<file path="config.mk">
export PLATFORM = sky130hd
export DESIGN_NAME = rstn_release_seq_flat
export DESIGN_NICKNAME = d
export VERILOG_FILES = /design/src/rtl/rstn_release_seq_if.sv /design/src/rtl/rstn_release_seq.sv /design/src/flat_wrapper.sv
export SDC_FILE = /design/constraint.sdc
export NUM_CORES = 1
export LEC_CHECK = 0
export CAP_MARGIN = 20
export CORE_UTILIZATION = 25
export DETAILED_ROUTE_END_ITERATION = 16
export GPL_TIMING_DRIVEN = 0
export PLACE_DENSITY_LB_ADDON = 0.08
export SETUP_SLACK_MARGIN = 0.5
export SKIP_LAST_GASP = 1
export SLEW_MARGIN = 30
export SYNTH_ARGS = -nofsm -noshare
export SYNTH_HDL_FRONTEND = slang
export SYNTH_SLANG_ARGS = --single-unit
</file>
<file path="constraint.sdc">
create_clock -name clk_0 -period 3.6 [get_ports clk_0]
set_input_delay 0.36 -clock clk_0 [delete_from_list [all_inputs] [get_ports clk_0]]
set_output_delay 0.36 -clock clk_0 [all_outputs]
set_load 0.05 [all_outputs]
</file>
<file path="src/rtl/rstn_release_seq_if.sv">
// Handshake and fabric-reset bundle for rstn_release_seq.
interface rstn_release_seq_if #(
  parameter int NUM_DOM = 20
);
  // sw_rst_req is a level; only its rising edge counts, and only when the
  // sequencer is in RELEASE/GAP/DONE. sw_rst_ack answers with a single-cycle
  // pulse once every domain is back in reset. A further request needs
  // sw_rst_req to return to 0 first.
  logic               sw_rst_req;
  logic               sw_rst_ack;
  logic [NUM_DOM-1:0] dom_mask;
  logic [NUM_DOM-1:0] rstn_out;
  logic               seq_busy;
  logic               seq_done;

  modport master (
    output sw_rst_req,
    output dom_mask,
    input  sw_rst_ack,
    input  rstn_out,
    input  seq_busy,
    input  seq_done
  );

  modport slave (
    input  sw_rst_req,
    input  dom_mask,
    output sw_rst_ack,
    output rstn_out,
    output seq_busy,
    output seq_done
  );
endinterface

</file>
<file path="src/rtl/rstn_release_seq.sv">
// Per-domain reset sequencer: async assert, ordered gapped release, sw re-reset.
// Define RSTN_SEQ_REV_ASSERT_EN to re-assert domains one by one in descending order.
module rstn_release_seq #(
  parameter int NUM_DOM     = 20,
  parameter int GAP_CYC     = 4,
  parameter int SYNC_STAGES = 2
) (
  input  logic              clk_0,
  input  logic              rstn_0,
  rstn_release_seq_if.slave bus,
  output logic [2:0]        dbg_state
);
  localparam int CNT_W = $clog2(GAP_CYC + 1);
  localparam int IDX_W = $clog2(NUM_DOM + 1);
  localparam logic [CNT_W-1:0] CNT_LAST = CNT_W'(GAP_CYC - 1);
  localparam logic [CNT_W-1:0] CNT_MAX  = CNT_W'(GAP_CYC);

  typedef enum logic [2:0] {
    ST_HOLD    = 3'd0,
    ST_RELEASE = 3'd1,
    ST_GAP     = 3'd2,
    ST_DONE    = 3'd3,
    ST_ASSERT  = 3'd4
  } state_t;

  state_t                 state_q, state_d;
  logic [SYNC_STAGES-1:0] sync_q;
  logic [CNT_W-1:0]       cnt_q, cnt_d, cnt_inc;
  logic [IDX_W-1:0]       idx_q, idx_d;
  logic [NUM_DOM-1:0]     rstn_q, rstn_d;
  logic                   more_q, more_d;
  logic                   req_q;
  logic                   ack_q, ack_d;
  logic                   busy_q, busy_d;
  logic                   done_q, done_d;

  logic                   sync_ok, sync_next, req_rise, wait_done;
  logic                   do_rel, do_acc;
  logic                   found, more_after;
  logic [IDX_W-1:0]       rel_idx;
  logic [NUM_DOM-1:0]     rstn_rel, rstn_asrt;
`ifdef RSTN_SEQ_REV_ASSERT_EN
  logic                   asrt_hit;
`endif

  assign sync_ok   = sync_q[SYNC_STAGES-1];
  // Value sync_ok takes after this edge; lets seq_busy rise with the chain output.
  assign sync_next = sync_q[SYNC_STAGES-2];
  assign req_rise  = bus.sw_rst_req & ~req_q;
  assign wait_done = (cnt_q == CNT_LAST);
  assign cnt_inc   = (cnt_q == CNT_MAX) ? cnt_q : cnt_q + 1'b1;

  // Masked indices at or above idx_q are skipped in the same cycle; more_after
  // tells whether another unmasked domain is still waiting beyond this one.
  always_comb begin
    found      = 1'b0;
    more_after = 1'b0;
    rel_idx    = '0;
    rstn_rel   = rstn_q;
    for (int k = 0; k < NUM_DOM; k++) begin
      if ((IDX_W'(k) >= idx_q) && !bus.dom_mask[k]) begin
        if (!found) begin
          found       = 1'b1;
          rel_idx     = IDX_W'(k);
          rstn_rel[k] = 1'b1;
        end else begin
          more_after = 1'b1;
        end
      end
    end
  end

  always_comb begin
`ifdef RSTN_SEQ_REV_ASSERT_EN
    rstn_asrt = rstn_q;
    asrt_hit  = 1'b0;
    for (int k = NUM_DOM - 1; k >= 0; k--) begin
      if (rstn_q[k] && !asrt_hit) begin
        rstn_asrt[k] = 1'b0;
        asrt_hit     = 1'b1;
      end
    end
`else
    rstn_asrt = '0;
`endif
  end

  always_comb begin
    state_d = state_q;
    cnt_d   = cnt_q;
    idx_d   = idx_q;
    rstn_d  = rstn_q;
    more_d  = more_q;
    ack_d   = 1'b0;
    do_rel  = 1'b0;
    do_acc  = 1'b0;
    case (state_q)
      ST_HOLD: begin
        if (sync_ok) begin
          if (wait_done) do_rel = 1'b1;
          else           cnt_d  = cnt_inc;
        end
      end
      // RELEASE is the first cycle of the gap after each evaluation.
      ST_RELEASE, ST_GAP: begin
        if (req_rise)                              do_acc  = 1'b1;
        else if (state_q == ST_RELEASE && !more_q) state_d = ST_DONE;
        else if (wait_done)                        do_rel  = 1'b1;
        else begin
          cnt_d   = cnt_inc;
          state_d = ST_GAP;
        end
      end
      ST_DONE: begin
        if (req_rise) do_acc = 1'b1;
      end
      ST_ASSERT: begin
        if (!wait_done) begin
          cnt_d = cnt_inc;
        end else if (rstn_q != '0) begin
          rstn_d = rstn_asrt;
          cnt_d  = '0;
        end else begin
          ack_d   = 1'b1;
          cnt_d   = '0;
          idx_d   = '0;
          state_d = ST_HOLD;
        end
      end
      default: state_d = ST_HOLD;
    endcase

    if (do_rel) begin
      rstn_d  = rstn_rel;
      idx_d   = found ? rel_idx + 1'b1 : idx_q;
      more_d  = more_after;
      cnt_d   = '0;
      state_d = ST_RELEASE;
    end
    // Acceptance outranks a release due on the same edge.
    if (do_acc) begin
      rstn_d  = rstn_asrt;
      cnt_d   = '0;
      state_d = ST_ASSERT;
    end

    busy_d = sync_next && (state_d != ST_DONE);
    done_d = (state_d == ST_DONE);
  end

  always_ff @(posedge clk_0 or negedge rstn_0) begin
    if (!rstn_0) begin
      sync_q  <= '0;
      state_q <= ST_HOLD;
      cnt_q   <= '0;
      idx_q   <= '0;
      rstn_q  <= '0;
      more_q  <= 1'b0;
      req_q   <= 1'b0;
      ack_q   <= 1'b0;
      busy_q  <= 1'b0;
      done_q  <= 1'b0;
    end else begin
      sync_q  <= {sync_q[SYNC_STAGES-2:0], 1'b1};
      state_q <= state_d;
      cnt_q   <= cnt_d;
      idx_q   <= idx_d;
      rstn_q  <= rstn_d;
      more_q  <= more_d;
      req_q   <= bus.sw_rst_req;
      ack_q   <= ack_d;
      busy_q  <= busy_d;
      done_q  <= done_d;
    end
  end

  assign bus.rstn_out   = rstn_q;
  assign bus.sw_rst_ack = ack_q;
  assign bus.seq_busy   = busy_q;
  assign bus.seq_done   = done_q;
  assign dbg_state      = state_q;

endmodule

</file>
<file path="src/flat_wrapper.sv">
// flat-port wrapper written by rule: the top's interface ports become plain ports
module rstn_release_seq_flat 
#(
  parameter int NUM_DOM     = 20,
  parameter int GAP_CYC     = 4,
  parameter int SYNC_STAGES = 2
)
  (clk_0, rstn_0, dbg_state, bus_sw_rst_req, bus_dom_mask, bus_sw_rst_ack, bus_rstn_out, bus_seq_busy, bus_seq_done);
  rstn_release_seq_if #(.NUM_DOM(NUM_DOM)) bus_i ();
  input  logic clk_0;
  input  logic rstn_0;
  output logic [2:0] dbg_state;
  input wire logic [$bits(bus_i.sw_rst_req)-1:0] bus_sw_rst_req;
  input wire logic [$bits(bus_i.dom_mask)-1:0] bus_dom_mask;
  output wire logic [$bits(bus_i.sw_rst_ack)-1:0] bus_sw_rst_ack;
  output wire logic [$bits(bus_i.rstn_out)-1:0] bus_rstn_out;
  output wire logic [$bits(bus_i.seq_busy)-1:0] bus_seq_busy;
  output wire logic [$bits(bus_i.seq_done)-1:0] bus_seq_done;
  assign bus_i.sw_rst_req = bus_sw_rst_req;
  assign bus_i.dom_mask = bus_dom_mask;
  assign bus_sw_rst_ack = bus_i.sw_rst_ack;
  assign bus_rstn_out = bus_i.rstn_out;
  assign bus_seq_busy = bus_i.seq_busy;
  assign bus_seq_done = bus_i.seq_done;
  rstn_release_seq #(.NUM_DOM(NUM_DOM), .GAP_CYC(GAP_CYC), .SYNC_STAGES(SYNC_STAGES)) u_core (.clk_0(clk_0), .rstn_0(rstn_0), .bus(bus_i), .dbg_state(dbg_state));
endmodule
</file>
Word-level counts from Yosys, hierarchy flattened. Index checks and enable logic that the tools add are counted.

Register bits: 38. Bits of input ports: 23. Output and inout port bits: 26. Logic and storage cells: 353.

Add/subtract/negate cells: 2. $lt $le $gt $ge: 20. Equality and inequality tests: 52. Mux-type cells: 172. Bitwise gates (word level): 2. Reduce and logical (&&, ||, !) cells: 76.

Operators with widths (count): 5-bit two-way mux (42); 3-bit inequality test (second input constant) (39); 1-bit two-way mux (107); 20-bit two-way mux (5); 5-bit AND reduction (19); 3-bit two-way mux (15); 4-bit by 5-bit >= comparator with 1-bit output (first input constant) (8); 1-bit logical AND (22); 1-bit zero test (21); 3-bit by 5-bit >= comparator with 1-bit output (first input constant) (4); 5-bit >= comparator (first input constant) (4); 20-bit nonzero test (1); 3-bit case mux with 3 select lines (2); 3-bit by 2-bit == test with 1-bit output (second input constant) (4); 4-bit AND reduction (3); 1-bit by 5-bit >= comparator with 1-bit output (first input constant) (2); 2-bit by 5-bit >= comparator with 1-bit output (first input constant) (2); 3-bit nonzero test (3); 3-bit == test (second input constant) (2); 5-bit by 1-bit adder with 5-bit output (second input constant) (1); 5-bit nonzero test (1); 4-bit by 1-bit inequality test with 1-bit output (second input constant) (1); 4-bit by 2-bit inequality test with 1-bit output (second input constant) (1); 4-bit inequality test (second input constant) (1); other kinds (12) (14).

Depth between registers and ports, before layout.
Depth in word-level cells: 44. Gate-level depth with buffers: 13. Gate-level depth less buffers: 11.

Least setup slack after synthesis. Ideal clock, no wire load.

Path kind: register to register. Start point: register u_core.idx_q[0]. End point: register u_core.idx_q[4]. Arrival: 2.369 ns. Setup slack: 1.109 ns. Stages on the path, launching flop included: 13. Buffers on the path: 1. Cells stage by stage: dfrtp_1 -> buf_6 -> a21o_1 -> a211o_4 -> nand2_4 -> nor3_4 -> a22o_1 -> a211oi_1 -> a32oi_1 -> ha_1 -> nand2_1 -> o21ai_0 -> a32o_1.

Cells in the longest elaborated chain, start to end: 44. Elaborated cells between the ends (all ways): 103. Those cells by class: add/sub (1); order compare (20); eq/ne (1); mux (60); reduce/logical (21).

Ends and longest elaborated chain: from (decl) (RTL line rstn_release_seq.sv:29) `logic [IDX_W-1:0] idx_q, idx_d;`; from (signal assigned) (RTL line rstn_release_seq.sv:167) `idx_q <= idx_d;`; 1-bit by 5-bit >= comparator with 1-bit output (RTL line rstn_release_seq.sv:61) `if ((IDX_W'(k) >= idx_q) && !bus.dom_mask[k]) begin`; 1-bit logical AND (RTL line rstn_release_seq.sv:61); 1-bit two-way mux (RTL line rstn_release_seq.sv:61); 1-bit two-way mux (RTL line rstn_release_seq.sv:62) `if (!found) begin`; 5-bit two-way mux (RTL line rstn_release_seq.sv:61); 5-bit two-way mux (RTL line rstn_release_seq.sv:62); 5-bit two-way mux (RTL line rstn_release_seq.sv:61); 5-bit two-way mux (RTL line rstn_release_seq.sv:62); [28 not listed]; 5-bit two-way mux (RTL line rstn_release_seq.sv:61); 5-bit two-way mux (RTL line rstn_release_seq.sv:62); 5-bit two-way mux (RTL line rstn_release_seq.sv:61); 5-bit two-way mux (RTL line rstn_release_seq.sv:62); 5-bit two-way mux (RTL line rstn_release_seq.sv:61); 5-bit by 1-bit adder with 5-bit output (RTL line rstn_release_seq.sv:135) `idx_d = found ? rel_idx + 1'b1 : idx_q;`; 5-bit two-way mux (RTL line rstn_release_seq.sv:135); 5-bit two-way mux (RTL line rstn_release_seq.sv:133) `if (do_rel) begin`.

Several ways; a longest one is shown, not always the timed one. The select of a mux whose other input is x is not followed. A chain may end at the register's enable or synchronous reset.

Worst setup path after layout.
Start point: register u_core.idx_q[2]. End point: register u_core.idx_q[4].

The elaborated chain is that of the path after synthesis.

==> run summary <==
post-synth cell types = 68
top-area cell type share of the netlist area = 35.4%
Min-Delay Path Class = reg -> reg
WS Path Type = reg -> reg
NumNets Final = 392
area grow syn2layout = 31.1%
most frequent cells in the layout = nor2_1, clkdlybuf4s50_1, dfrtp_1
Synth Cell Area = 2690 µm²
largest net degree at the start of global routing = 25
min Tclk post-route = 2.91 ns
Core ar. = 10400 µm²
most common cell after layout, fill and taps aside = nor2_1
setup TNS = 0 ns
Horiz. Die Dim = 106 µm
layout cells sized above 1 = 14.8%
clk_lat worst skew = 0.30 ns
Syn Area/Cell = 8.72 µm²
Worst Path Required = 3.84 ns
post-DR wirelength/cell = 17.0 µm
Slowest cell on crit path = or3_1
Syn. warnings = 0
clock slew at reported path FFs = 0.08 ns
# clock sinks = 38
Fin. Hold Viols = 0
clock root buffer = clkbuf_8
DP HPWL = 6490 µm
FF/Latch Area = 951 µm²
initial drt markers = 131
Die H = 106 µm
all-layer global routing usage = 16.2%
grt ovf = 0
Max stage delay on crit path = 0.48 ns
top_reg_cell synth = dfrtp_1
pwr/cell area = 763 nW/µm²
initial core utilization = 25.9%
status = finished clean
cell leakage power = 1.48 nW
post-layout util = 34.0%
DP Worst Slack = 0.355 ns
Synth Net Count = 335
final worst path period share = 80.9%
RSZ-0062 raised after global routing = no
vias in the first global route = 2663
max cap viols = 0
post-route ant nets = 0
IO buf count = 48
CTS tree = yes
slew at the pin with the worst max-slew slack = 0.590 ns
Max VDD drop = 225 µV
Syn Inst Count = 308
Vias/cell = 5.04
Clock Tree Buf Depth = 2
# diodes = 0
TritonCTS buffer count = 5
register area share after synthesis = 35.4%
row count = 37
max-slew violation count = 0
I/O pins = 49
routability cong. = 0.818
hold slack = 0.377 ns
critical path startpoint category = flip-flop
maximum fanout along the worst path = 10
final worst setup slack = 0.688 ns
FFs w/ async S/R, synth = 100%
area of the multi-input gates = 1580 µm²
Peak Freq = 343 MHz
Remaining DRCs = 0
post-synth top area cell = dfrtp_1
Crit. End Element = flip-flop
Top cell by count, worst path = a21oi_1
EDFF count, synth = 0
initial antenna violation count = 0
H-tree Lvls = 2
Post-Route WL = 8510 µm
DR pass1 iterations = 4
die footprint = 11200 µm²
top post-synthesis cells by area = dfrtp_1, nor2_1, a21oi_1
CP Cell Sequence = buf_6 > buf_2 > or3_1 > a21oi_1 > a21oi_1 > o32ai_1 > a211oi_2 > a32oi_1 > ha_1 > nand2_1 > o21ai_0 > a32o_1
Synth Register Bits = 38
Setup Viol. Count Final = 0
critical path arrival = 3.15 ns
Max-Slew Margin vs Limit = 60.4%
Fillers = 1121
first-pass GRT wire length = 14200 µm
DR vias = 2531
clock skew = 0.00512 ns
==> worst max-delay path: cells and delay by family (launching register included) <==
| family | cells | cell delay (ns) |
|---|---|---|
| and+or+nand+nor | 2 | 0.53 |
| adders and majority gates | 1 | 0.22 |
| DFF | 1 | 0.38 |
| AOI/OAI and AO/OA | 7 | 1.37 |
| buffers and inverters | 2 | 0.33 |
==> routing by layer <==
layer | wire, µm | vias up | GRT usage (%) | share of wire [%]
li1 | - | 1243 | - | -
met1 | 4130 | 1221 | 22.1 | 48
met2 | 3860 | 60 | 26.0 | 45
met3 | 422 | 7 | 3.22 | 5.0
met4 | 98 | 0 | 4.46 | 1.2
met5 | 0 | - | 0 | 0
==> cell usage after synthesis, drive strengths merged, types with 6 or more instances <==
library cell	number
nand2	23
nand3	10
a21oi	29
nor2	51
o21ai	20
nor4	6
buf	12
nor3	13
inv	11
dfrtp	38
or3	6
a31oi	11
nor2b	6
==> flip-flops by register name, indices dropped and copies added (netlist names) <==
name                   cells
u_core.idx_q               5
u_core.more_q              1
u_core.bus.sw_rst_ack      1
u_core.bus.seq_busy        1
u_core.req_q               1
u_core.bus.seq_done        1
u_core.cnt_q               3
u_core.sync_q              2
u_core.dbg_state           3
u_core.bus.rstn_out       20
==> layout make-up <==
type	instances	share of cell area [%]
sequential	38	27.0
clock inverter	3	1.95
buffer	16	3.87
inverter	11	1.17
tap	136	4.83
timing repair buffer	50	14.4
clock buffer	5	1.95
multi-input combinational	243	44.9
==> worst paths after layout <==
check                                  from                      to  slack [ns]  cells past startpoint
setup / recovery            u_core.idx_q[2]         u_core.idx_q[4]        0.69                     12
hold / removal             u_core.sync_q[0]        u_core.sync_q[1]        0.38                      0
setup reg to reg            u_core.idx_q[2]         u_core.idx_q[4]        0.69                     12
hold reg to reg            u_core.sync_q[0]        u_core.sync_q[1]        0.38                      0
max in group asynchronous            rstn_0           u_core.more_q        2.62                      3
min in group asynchronous            rstn_0  u_core.bus.rstn_out[5]        0.51                      2
==> cells by family after synthesis <==
family          Yosys count  synth area share (%)
simple gates            136                  27.0
compound gates           99                  27.9
flops                    38                  35.4
buf+inv                  27                  6.61
fa+ha+maj                 5                  2.24
other cells               1                 0.140
xor+xnor                  1                 0.326
mux                       1                 0.373
==> repair_timing <==
action | CTS | global route
hold buffers | 1 | 0
buffers inserted | 0 | 0
setup endpoints to repair | 0 | 3
endpoints found under the hold margin | 14 | 0
gates resized for setup | 0 | 3
==> power by group <==
group | internal (mW) | total [mW] | switching, mW
registers | 0.517 | 0.612 | 0.0948
clock network | 0.278 | 0.453 | 0.175
logic | 0.603 | 1.62 | 1.02
total | 1.40 | 2.69 | 1.29
==> metrics by stage <==
stage                     power, mW  area (µm²)  std cells
after floorplan                1.76        2690        308
after global placement         2.21        3340        492
after detailed placement       2.21        3350        493
after CTS                      2.68        3500        502
after global routing           2.88        3520        502
final                          2.69        3520        502
(Power assumes the default switching activity.)
